File: src/rtl/cpu_pkg.sv
// Shared CPU definitions: opcode encodings, flag bit positions and the
// next-PC source selector used by the fetch-side branch unit.
package cpu_pkg;

  localparam logic [3:0] OP_BR    = 4'h9;
  localparam logic [3:0] OP_BRC   = 4'hA;
  localparam logic [3:0] OP_BRSUB = 4'hB;
  localparam logic [3:0] OP_RET   = 4'hC;

  localparam int ZN_Z = 1;
  localparam int ZN_N = 0;

  typedef enum logic [1:0] {
    NPC_SEQ = 2'd0,
    NPC_TGT = 2'd1,
    NPC_RAS = 2'd2
  } npc_sel_e;

endpackage

File: src/rtl/pc_branch_unit_if.sv
// Decode-side bus of the branch unit: resolving instruction in, PC and RAS status out.
interface pc_branch_unit_if #(parameter int AW = 8);

    logic          en;
    logic [3:0]    op;
    logic          brx;
    logic [1:0]    zn;
    logic [AW-1:0] target;
    logic [AW-1:0] pc;
    logic          is_branch;
    logic          ras_empty;
    logic          ras_full;
    logic          ras_ovf;
    logic          ras_unf;

    modport master (
        output en, op, brx, zn, target,
        input  pc, is_branch, ras_empty, ras_full, ras_ovf, ras_unf
    );

    modport slave (
        input  en, op, brx, zn, target,
        output pc, is_branch, ras_empty, ras_full, ras_ovf, ras_unf
    );

endinterface

File: src/rtl/ras_stack.sv
// Return-address stack storage and pointers. Build option RAS_WRAP_EN turns a
// push-while-full into an overwrite of the oldest entry instead of a drop.
module ras_stack #(
    parameter int AW        = 8,
    parameter int RAS_DEPTH = 4
) (
    input  logic          clk,
    input  logic          rst,
    input  logic          push,
    input  logic          pop,
    input  logic [AW-1:0] wdata,
    output logic [AW-1:0] top,
    output logic          empty,
    output logic          full,
    output logic          ovf,
    output logic          unf
);

    localparam int PW = $clog2(RAS_DEPTH);
    localparam int CW = PW + 1;
`ifdef RAS_WRAP_EN
    localparam bit WRAP = 1'b1;
`else
    localparam bit WRAP = 1'b0;
`endif

    logic [AW-1:0] mem [RAS_DEPTH];
    logic [PW-1:0] ptr;
    logic [PW-1:0] ptr_m1;
    logic [CW-1:0] cnt;
    logic          wr;

    // ptr is the next write slot; once full it also points at the oldest entry
    assign ptr_m1 = ptr - PW'(1);
    assign top    = mem[ptr_m1];
    assign empty  = (cnt == '0);
    assign full   = (cnt == CW'(RAS_DEPTH));
    assign wr     = push && (!full || WRAP);

    always_ff @(posedge clk or negedge rst) begin
        if (!rst) begin
            ptr <= '0;
            cnt <= '0;
            ovf <= 1'b0;
            unf <= 1'b0;
            for (int i = 0; i < RAS_DEPTH; i++) mem[i] <= '0;
        end else begin
            if (wr) begin
                mem[ptr] <= wdata;
                ptr      <= ptr + PW'(1);
            end
            if (push && !full) cnt <= cnt + CW'(1);
            if (push && full)  ovf <= 1'b1;
            if (pop && !empty) begin
                ptr <= ptr_m1;
                cnt <= cnt - CW'(1);
            end
            if (pop && empty)  unf <= 1'b1;
        end
    end

endmodule

File: src/rtl/pc_branch_unit.sv
// Fetch-side PC with branch decode and a hardware return-address stack.
// Optional build macro RAS_WRAP_EN selects circular overwrite on RAS overflow.
module pc_branch_unit
    import cpu_pkg::*;
#(
    parameter int AW        = 8,
    parameter int RAS_DEPTH = 4
) (
    input  logic           clk,
    input  logic           rst,
    pc_branch_unit_if.slave bus
);

    logic          cond;
    logic          taken;
    logic          ret;
    npc_sel_e      sel;
    logic [AW-1:0] pc_q;
    logic [AW-1:0] pc_inc;
    logic [AW-1:0] pc_nxt;
    logic [AW-1:0] ras_top;
    logic          ras_empty;

    // Decode is purely combinational so is_branch tracks inputs even while stalled
    always_comb begin
        cond   = bus.brx ? bus.zn[ZN_N] : bus.zn[ZN_Z];
        taken  = (bus.op == OP_BR) || (bus.op == OP_BRSUB) || ((bus.op == OP_BRC) && cond);
        ret    = (bus.op == OP_RET);
        pc_inc = pc_q + AW'(1);
        sel    = NPC_SEQ;
        if (taken)                 sel = NPC_TGT;
        else if (ret && !ras_empty) sel = NPC_RAS;
        case (sel)
            NPC_TGT: pc_nxt = bus.target;
            NPC_RAS: pc_nxt = ras_top;
            default: pc_nxt = pc_inc;
        endcase
    end

    always_ff @(posedge clk or negedge rst) begin
        if (!rst)        pc_q <= '0;
        else if (bus.en) pc_q <= pc_nxt;
    end

    ras_stack #(.AW(AW), .RAS_DEPTH(RAS_DEPTH)) u_ras (
        .clk   (clk),
        .rst   (rst),
        .push  (bus.en && (bus.op == OP_BRSUB)),
        .pop   (bus.en && ret),
        .wdata (pc_inc),
        .top   (ras_top),
        .empty (ras_empty),
        .full  (bus.ras_full),
        .ovf   (bus.ras_ovf),
        .unf   (bus.ras_unf)
    );

    assign bus.pc        = pc_q;
    assign bus.is_branch = taken || ret;
    assign bus.ras_empty = ras_empty;

endmodule
File: src/flat_wrapper.sv
// flat-port wrapper written by rule: the top's interface ports become plain ports
module pc_branch_unit_flat import cpu_pkg::*;
#(
    parameter int AW        = 8,
    parameter int RAS_DEPTH = 4
)
  (clk, rst, bus_en, bus_op, bus_brx, bus_zn, bus_target, bus_pc, bus_is_branch, bus_ras_empty, bus_ras_full, bus_ras_ovf, bus_ras_unf);
  pc_branch_unit_if #(.AW(AW)) bus_i ();
  input  logic clk;
  input  logic rst;
  input wire logic [$bits(bus_i.en)-1:0] bus_en;
  input wire logic [$bits(bus_i.op)-1:0] bus_op;
  input wire logic [$bits(bus_i.brx)-1:0] bus_brx;
  input wire logic [$bits(bus_i.zn)-1:0] bus_zn;
  input wire logic [$bits(bus_i.target)-1:0] bus_target;
  output wire logic [$bits(bus_i.pc)-1:0] bus_pc;
  output wire logic [$bits(bus_i.is_branch)-1:0] bus_is_branch;
  output wire logic [$bits(bus_i.ras_empty)-1:0] bus_ras_empty;
  output wire logic [$bits(bus_i.ras_full)-1:0] bus_ras_full;
  output wire logic [$bits(bus_i.ras_ovf)-1:0] bus_ras_ovf;
  output wire logic [$bits(bus_i.ras_unf)-1:0] bus_ras_unf;
  assign bus_i.en = bus_en;
  assign bus_i.op = bus_op;
  assign bus_i.brx = bus_brx;
  assign bus_i.zn = bus_zn;
  assign bus_i.target = bus_target;
  assign bus_pc = bus_i.pc;
  assign bus_is_branch = bus_i.is_branch;
  assign bus_ras_empty = bus_i.ras_empty;
  assign bus_ras_full = bus_i.ras_full;
  assign bus_ras_ovf = bus_i.ras_ovf;
  assign bus_ras_unf = bus_i.ras_unf;
  pc_branch_unit #(.AW(AW), .RAS_DEPTH(RAS_DEPTH)) u_core (.clk(clk), .rst(rst), .bus(bus_i));
endmodule
File: config.mk
export PLATFORM = sky130hd
export DESIGN_NAME = pc_branch_unit_flat
export DESIGN_NICKNAME = d
export VERILOG_FILES = /design/src/rtl/cpu_pkg.sv /design/src/rtl/pc_branch_unit_if.sv /design/src/rtl/ras_stack.sv /design/src/rtl/pc_branch_unit.sv /design/src/flat_wrapper.sv
export SDC_FILE = /design/constraint.sdc
export NUM_CORES = 1
export LEC_CHECK = 0
export CAP_MARGIN = 10
export CORE_UTILIZATION = 60
export CTS_BUF_LIST = sky130_fd_sc_hd__clkbuf_4 sky130_fd_sc_hd__clkbuf_8
export DETAILED_ROUTE_END_ITERATION = 12
export GPL_TIMING_DRIVEN = 0
export PLACE_DENSITY = 0.83
export SETUP_SLACK_MARGIN = 0.02
export SLEW_MARGIN = 10
export SYNTH_ARGS = -nofsm -noshare
export SYNTH_HDL_FRONTEND = slang
export SYNTH_SLANG_ARGS = --single-unit
File: constraint.sdc
create_clock -name clk -period 6.3 [get_ports clk]
set_input_delay 1.26 -clock clk [delete_from_list [all_inputs] [get_ports clk]]
set_output_delay 1.26 -clock clk [all_outputs]
set_load 0.01 [all_outputs]
; ---- After elaboration in Yosys (flattened, before gate mapping)
; Index checks and enable logic that the tools add are counted.
; W data, S select, Z words.
[classes]
addsub = 5
order_cmp = 3
n_eq_ne = 7
muxes = 14
bitwise = 2
reduce_logical = 16
[op_table]
columns = op, n
row1 = $bwmux W32, 1
row2 = $mux W8, 3
row3 = $bmux W8 S2, 1
row4 = $demux W8 S2, 1
row5 = $eq A4 B4 Y1 const B, 4
row6 = $pmux W8 S2, 1
row7 = $logic_and A1 B1 Y1, 9
row8 = $add A8 B1 Y8 const B, 1
row9 = $mux W2, 4
row10 = $ge A3 B3 Y1 const B, 2
row11 = $mux W3, 2
row12 = $not A2 Y3, 2
row13 = $add A3 B1 Y3 const B, 1
row14 = $eq A3 B3 Y1 const B, 1
row15 = $logic_not A3 Y1, 1
row16 = $logic_or A1 B1 Y1, 3
row17 = $lt A3 B1 Y1 const B, 1
row18 = $sub A3 B1 Y3 const B, 1
row19 = $add A2 B1 Y2 const B, 1
row20 = $eq A2 B1 Y1 const B, 1
row21 = $eq A2 B2 Y1 const B, 1
row22 = $logic_not A1 Y1, 2
row23 = $reduce_bool A2 Y1, 1
row24 = $sub A2 B1 Y2 const B, 1
row25 = $mux W1, 1
[totals]
regBits = 47
input_bits = 18
out_inout_bits = 13
wordCells = 56

; ---- Depth between registers and ports, before layout
; Gate-level depths: netlist of the first run.
[logic_depth]
depth_word = 7
mapped_depth = 8

; ---- Modules after synthesis
; From an unflattened synthesis of the first run, not the netlist that was laid out.
[unflattened]
cells_unflattened = 203
area_unflattened_um2 = 2616.3
[by_module_without_submodules]
columns = mod, instances, cells_each, area_per_inst_um2, seq_area_each_um2
row1 = ras_stack, 1, 125, 1908.1, 975.9
row2 = pc_branch_unit, 1, 78, 708.2, 200.2

; ---- Least setup slack after synthesis of the first run
; OpenSTA, ideal clock, no wires.
[synth_timing]
path_kind = input to output
from = input bus_op[0]
to = output bus_is_branch
arrival_time_ps = 1915
required_time_ps = 5040
setup_slack_ps = 3125
stages = 4
path_cell_list = and3b_1 buf_2 o21ba_2 nand2_1
[synth_via]
elab_chain_len = 4
[synth_rtl]
columns = item, line
row1 = from (decl), flat_wrapper.sv:12  ; input wire logic [$bits(bus_i.op)-1:0] bus_op;
row2 = $eq A4 B4 Y1, pc_branch_unit.sv:27  ; taken = (bus.op == OP_BR) || (bus.op == OP_BRSUB) || ((bus.op == OP_BRC) && cond);
row3 = $logic_or A1 B1 Y1 or $logic_and A1 B1 Y1 (tied branches), pc_branch_unit.sv:27
row4 = $logic_or A1 B1 Y1, pc_branch_unit.sv:27
row5 = $logic_or A1 B1 Y1 *, pc_branch_unit.sv:59  ; assign bus.is_branch = taken || ret;
row6 = to (decl), flat_wrapper.sv:17  ; output wire logic [$bits(bus_i.is_branch)-1:0] bus_is_branch;
; Mark *: on every way between the ends. The rest lies on a longest branch, timed or not.

; ---- Final worst setup path of the first run
[layout_timing]
from = input bus_op[2]
to = output bus_is_branch
; Same word-level chain as after synthesis.

==> results of run 1 <==
stage by stage:
stage	area, sq um	util
6_report	2900	0.776
5_1_grt	2900	0.776
4_1_cts	2900	0.776
3_5_place_dp	2770	0.739
3_3_place_gp	2750	0.735
2_1_floorplan	2390	-
sequential cells by signal (all words and copies together), names as in the netlist:
register	count
u_core.u_ras.mem	32
u_core.bus.pc	8
u_core.u_ras.cnt	3
u_core.u_ras.ptr	2
u_core.u_ras.ovf	1
u_core.u_ras.unf	1
final cells by class:
cell class	count	area (sq um)
timing repair buffer	31	315
clock buffer	6	76.3
tap	48	60.1
buffer	12	52.6
multi-input combinational	161	1140
clock inverter	2	60.1
fill	263	840
sequential	47	1180
inverter	7	26.3
routing by layer:
layer,routed length [um],vias up,global-route usage
li1,-,892,-
met1,2420,926,0.374
met2,2640,58,0.465
met3,293,8,0.0642
met4,97,0,0.130
met5,0,-,0
layout by cell type, fill, tap and decap left out, types with 6 or more instances in the layout:
master / Yosys / layout
nand2_1: 35 / 35
clkdlybuf4s50_1: 0 / 29
mux4_2: 8 / 8
nor2_1: 9 / 9
clkbuf_1: 6 / 6
o21ai_0: 31 / 31
buf_2: 6 / 7
a31oi_1: 6 / 6
inv_1: 7 / 7
dfrtp_1: 47 / 47
worst max-delay path by stage:
stage	cells past startpoint	to	from
final	6	bus_is_branch	bus_op[2]
after global routing	6	bus_is_branch	bus_op[2]
after CTS	6	bus_is_branch	bus_op[2]
after detailed placement	6	bus_is_branch	bus_op[2]
after global placement	6	bus_is_branch	bus_op[2]
after floorplan	4	bus_is_branch	bus_op[0]
kinds of logic after synthesis:
logic type / after synthesis / synth area share
AOI/OAI and AO/OA: 57 / 0.146
xor gates and xnor gates: 6 / 0.0220
adders and majority gates: 6 / 0.0345
buffers and inverters: 19 / 0.0330
DFF: 47 / 0.492
muxes: 16 / 0.111
and+or+nand+nor: 76 / 0.162
power breakdown:
part           internal, uW  switching, uW  total [uW]
logic                   218            216         434
registers               408           80.6         488
clock network           163            104         267
==> flow_summary_export.csv, run 1 <==
group,metric,value,unit
setup_path,crit_family,"buffers and inverters",
setup_path,cp_max_fo,9,
clock_network,root_buffer,"clkbuf_8",
logic_synthesis,synthCells,227,
clock_network,h-tree-depth,2,
pwr,totalPowerFinal,1190,uW
setup_path,crit_chain,"clkdlybuf4s50_1 > and3b_1 > buf_2 > o21ba_2 > nand2_1 > clkdlybuf4s50_1",
timing,fin_crit_sh,0.671,
setup_path,cpPeakStageDelay,510,ps
logic_synthesis,yosysTopAreaCellShare,0.492,
finish,drive_gt1_frac,0.135,
clock_network,cts_buffers,5,
timing,tightest_slew,721,ps
setup_path,startpoint_type,"input port",
setup_path,ff2ff_setup_slack,3820,ps
global_routing,grt_start_max_net_pins,38,
timing,fin_crit,4230,ps
placed_design,post-place-ws,2090,ps
logic_synthesis,synth_area_leaders,"dfrtp_1 (49%), mux4_2 (7.5%), o21ai_0 (6.5%), nand2_1 (5.5%), ha_1 (2.6%)",
global_routing,antenna_found_initial,0,
die,die_y,65.1,um
finish,fin_cells,314,
clock_network,clk_pin_slew_worst_paths,80,ps
finish,antenna_cells,0,
routing,postRouteAntennaNets,0,
logic_synthesis,synth-edff-count,0,
finish,fin_nets,289,
die,die_area,4240,sq um
worst_hold_path,min_path_cells,1,
clock_network,clock_path_buffers,2,
logic_synthesis,synth_top_area_cell,"dfrtp_1",
global_routing,grt_pass1_wl,8780,um
clock_network,ctsResizeCount,0,
placed_design,dp_hpwl,3830,um
logic_synthesis,ys_types,43,
pwr,ir_worst_vdd,0.274,mV
setup_path,reg2reg_from,"u_core.u_ras.ptr[0]$_DFFE_PN0P_",
die,ios,31,
placed_design,place_congestion,0.872,
global_routing,overflow,0,
timing,maxSlewHeadroom,0.518,
timing,hold_slack,481,ps
timing,clock_skew,7.66,ps
logic_synthesis,synth_area_per_cell,10.5,sq um
clock_network,clock_sinks,47,
logic_synthesis,synth_seq_cells,47,
die,start_util,0.639,
timing,setup_tns,0,ps
global_routing,grt_pass1_vias,1825,
finish,area_growth,21.4,%
global_routing,grt_util_all_layers,0.288,
routing,drc_errors,0,
setup_path,crit_top_cell,"clkdlybuf4s50_1",
routing,via_per_inst,6.00,
timing,final_hold_viol_count,0,
timing,fmax,237,MHz
placed_design,dpl.cell_count,306,
die,die_w,65.1,um
clock_network,cts_tree,"built",
logic_synthesis,synth_ff_type,"dfrtp_1",
setup_path,r2r-end,"u_core.bus.pc[7]$_DFFE_PN0P_",
setup_path,cp.arrival,2970,ps
setup_path,critPathBufInv,3,
logic_synthesis,synthesis.nets,251,
logic_synthesis,synth.most_common_cell,"dfrtp_1",
setup_path,reg2reg_depth,7,
pwr,power.density_cell_area,410,nW/um^2
setup_path,critPathKind,"input port to output pin",
die,fp-row-count,22,
logic_synthesis,synth_commonest_cells,"dfrtp_1 (47), nand2_1 (35), o21ai_0 (31), nor2_1 (9), mux4_2 (8)",
setup_path,cp_data_required_time,5040,ps
logic_synthesis,async_flop_share,1.00,
clock_network,hold_buffers,0,
routing,drt_iter0_markers,134,
timing,setup_slack,2070,ps
setup_path,cp_slowest_cell,"clkdlybuf4s50_1",
routing,first_pass_iters,4,
worst_hold_path,hold_class,"flop to flop",
logic_synthesis,netlist_area,2390,sq um
clock_network,cts_setup_buffers,0,
job,maxCapViolCount,0,
routing,wire_per_inst,17.4,um
logic_synthesis,seq_area_frac_synth,0.492,
pwr,leakagePower,0.00127,uW
timing,setup_viol,0,
setup_path,endpoint_kind,"output pin",
placed_design,portBuffers,30,
clock_network,clk_latency,310,ps
status,status,"finished, final reports clean",
timing,rsz0062_at_grt,"false",
timing,maxSlewViolCount,0,
worst_hold_path,min_delay_worst_endpoint,"u_core.u_ras.ovf$_DFFE_PN0P_",
logic_synthesis,yosys_warnings,0,
routing,wirelength,5450,um
routing,vias,1884,
die,core_region_area,3740,sq um
worst_hold_path,min-delay-start,"u_core.u_ras.ovf$_DFFE_PN0P_",
Power figures use the tool's default switching activity.
==> run 2, diff against run 1 <==
--- a/config.mk
+++ b/config.mk
@@ -6,11 +6,11 @@
 export NUM_CORES = 1
 export LEC_CHECK = 0
 export CAP_MARGIN = 10
-export CORE_UTILIZATION = 60
+export CORE_UTILIZATION = 57
 export CTS_BUF_LIST = sky130_fd_sc_hd__clkbuf_4 sky130_fd_sc_hd__clkbuf_8
 export DETAILED_ROUTE_END_ITERATION = 12
 export GPL_TIMING_DRIVEN = 0
-export PLACE_DENSITY = 0.83
+export PLACE_DENSITY = 0.79
 export SETUP_SLACK_MARGIN = 0.02
 export SLEW_MARGIN = 10
 export SYNTH_ARGS = -nofsm -noshare
==> constraint.sdc (replaced) <==
create_clock -name clk -period 4.1 [get_ports clk]
set_input_delay 0.82 -clock clk [delete_from_list [all_inputs] [get_ports clk]]
set_output_delay 0.82 -clock clk [all_outputs]
set_load 0.01 [all_outputs]
==> run 2 against run 1 <==
Register-to-register slack got worse by 2200 ps. Clock power rose by 18%. Final area is 1.0% lower. Routed wire length shrank 3.9%. Cell count grew 0.64%. Core utilization is 6.2 points lower. Critical path depth did not move.
==> flow_summary_export.csv, run 2 (same netlist as run 1, synthesis figures left out) <==
group,metric,value,unit
status,status,"finished, final reports clean",
routing,postRouteAntennaNets,0,
global_routing,grt_util_all_layers,0.267,
timing,fmax,302,MHz
timing,maxSlewHeadroom,0.461,
clock_network,clock_path_buffers,2,
setup_path,endpoint_kind,"output pin",
finish,drive_gt1_frac,0.135,
placed_design,place_congestion,0.805,
finish,top_register,"u_core.u_ras.mem",
global_routing,grt_pass1_vias,1781,
routing,drc_errors,0,
clock_network,clock_sinks,47,
clock_network,ctsResizeCount,0,
global_routing,busiest_layer,"met2",
finish,largest_reg_flops,32,
pwr,leakagePower,0.00126,uW
timing,setup_viol,0,
setup_path,cpPeakStageDelay,500,ps
clock_network,root_buffer,"clkbuf_8",
timing,hold_slack,376,ps
setup_path,cp_data_required_time,3280,ps
clock_network,cts_buffers,5,
finish,antenna_cells,0,
timing,clock_skew,4.54,ps
finish,mostFrequentLayoutCell,"dfrtp_1",
die,fp-row-count,23,
global_routing,overflow,0,
global_routing,grt_pass1_wl,8600,um
clock_network,hold_buffers,0,
setup_path,crit_family,"buffers and inverters",
timing,tightest_slew,807,ps
timing,fin_crit_sh,0.809,
pwr,power.density_cell_area,600,nW/um^2
setup_path,cp.arrival,2500,ps
setup_path,crit_top_cell,"clkdlybuf4s50_1",
routing,first_pass_iters,4,
pwr,totalPowerFinal,1730,uW
routing,via_per_inst,5.81,
clock_network,clk_latency,310,ps
setup_path,cp.depth,6,
global_routing,antenna_found_initial,0,
routing,wire_per_inst,16.6,um
job,maxCapViolCount,0,
setup_path,reg2reg_depth,8,
timing,rsz0062_at_grt,"false",
routing,vias,1837,
setup_path,ff2ff_setup_slack,1640,ps
setup_path,cp_max_fo,9,
setup_path,crit_chain,"clkdlybuf4s50_1 > and3b_1 > buf_2 > o21ba_2 > nand2_1 > clkdlybuf4s50_1",
timing,fin_crit,3320,ps
die,start_util,0.594,
die,die_area,4460,sq um
routing,wirelength,5240,um
finish,fillers,300,
global_routing,gr-usage-met2,0.436,
clock_network,h-tree-depth,2,
setup_path,critical_path.startpoint,"bus_op[2]",
setup_path,reg2reg_from,"u_core.u_ras.ptr[0]$_DFFE_PN0P_",
worst_hold_path,hold_class,"input port to async pin",
die,die_w,66.8,um
global_routing,grt_util_met3,0.0565,
timing,final_hold_viol_count,0,
routing,drt_iter0_markers,125,
setup_path,critPathBufInv,3,
placed_design,dpl_cell_area,2770,sq um
setup_path,r2r-end,"u_core.bus.pc[3]$_DFFE_PN0P_",
finish,layout_common_cells,"dfrtp_1 (47), nand2_1 (35), o21ai_0 (31)",
placed_design,portBuffers,30,
finish,area_growth,20.1,%
finish,fin_nets,289,
die,core_region_area,4030,sq um
placed_design,dp_hpwl,3790,um
finish,stdcell_area,2870,sq um
pwr,ir_worst_vdd,0.413,mV
clock_network,cts_setup_buffers,0,
setup_path,crit_end,"bus_is_branch",
clock_network,cts_tree,"built",
setup_path,cp_slowest_cell,"clkdlybuf4s50_1",
die,ios,31,
global_routing,grt_start_max_net_pins,38,
clock_network,clk_pin_slew_worst_paths,80,ps
timing,maxSlewViolCount,0,
timing,setup_tns,0,ps
die,die_y,66.8,um
global_routing,use_met1,0.363,
setup_path,critPathKind,"input port to output pin",
setup_path,startpoint_type,"input port",
[run 2: worst reg2reg max path: stages, from the launching register on]
cell and delay, ps:
dfrtp_1 380, buf_2 320, inv_1 150, ha_1 320, clkbuf_1 440, mux4_2 400
nor3_1 150, a21o_1 100, o21ai_0 70
[run 2: worst min-delay path by stage]
stage | slack, ps | endpoint | cells after the start | start
finish | 380 | u_core.bus.pc[5]$_DFFE_PN0P_ | 1 | rst
global placement | 450 | u_core.u_ras.ovf$_DFFE_PN0P_ | 1 | u_core.u_ras.ovf$_DFFE_PN0P_
CTS | 380 | u_core.bus.pc[5]$_DFFE_PN0P_ | 1 | rst
detailed placement | 460 | u_core.u_ras.unf$_DFFE_PN0P_ | 1 | u_core.u_ras.unf$_DFFE_PN0P_
floorplan | 440 | u_core.u_ras.mem[16]$_DFFE_PN0P_ | 2 | u_core.u_ras.mem[16]$_DFFE_PN0P_
global route | 390 | u_core.bus.pc[5]$_DFFE_PN0P_ | 1 | rst
[run 2: cell type report]
cell class,instances,area (sq um),area share
timing repair buffer,31,315,0.110
buffer,12,52.6,0.0183
multi-input combinational,161,1140,0.396
inverter,7,26.3,0.00914
sequential,47,1180,0.409
tap,50,62.6,0.0218
clock buffer,8,104,0.0361
[run 2: metrics by stage]
step / utilization / setup slack [ps] / cells
6_report: 0.713 / 784 / 316
5_1_grt: 0.713 / 685 / 316
4_1_cts: 0.713 / 775 / 316
3_5_place_dp: 0.688 / 772 / 308
3_3_place_gp: 0.684 / 792 / 307
2_1_floorplan: - / 1810 / 227
[run 2: layer usage]
layer | vias to the layer above | wire [um]
met1 | 896 | 2400
met3 | 6 | 232
met2 | 41 | 2550
li1 | 894 | -
met5 | - | 0
met4 | 0 | 54
[run 2: where the power goes]
part	internal, uW	switching (uW)
Combinational	336	324
Clock	161	155
Sequential	627	123
Total	1120	602
==> run 3, diff against run 2 <==
==> constraint.sdc (replaced) <==
create_clock -name clk -period 3.3 [get_ports clk]
set_input_delay 0.66 -clock clk [delete_from_list [all_inputs] [get_ports clk]]
set_output_delay 0.66 -clock clk [all_outputs]
set_load 0.01 [all_outputs]
==> results of run 3 <==
The final DEF is identical to that of run 2. Status: finished, final reports clean.
Main changes from that run: setup slack after placement 772 ps -> 292 ps; setup slack after layout 784 ps -> 304 ps; hold slack 376 ps -> 216 ps; register-to-register setup slack 1640 ps -> 840 ps; total power 1730 uW -> 2140 uW; worst IR drop on VDD 0.413 mV -> 0.513 mV
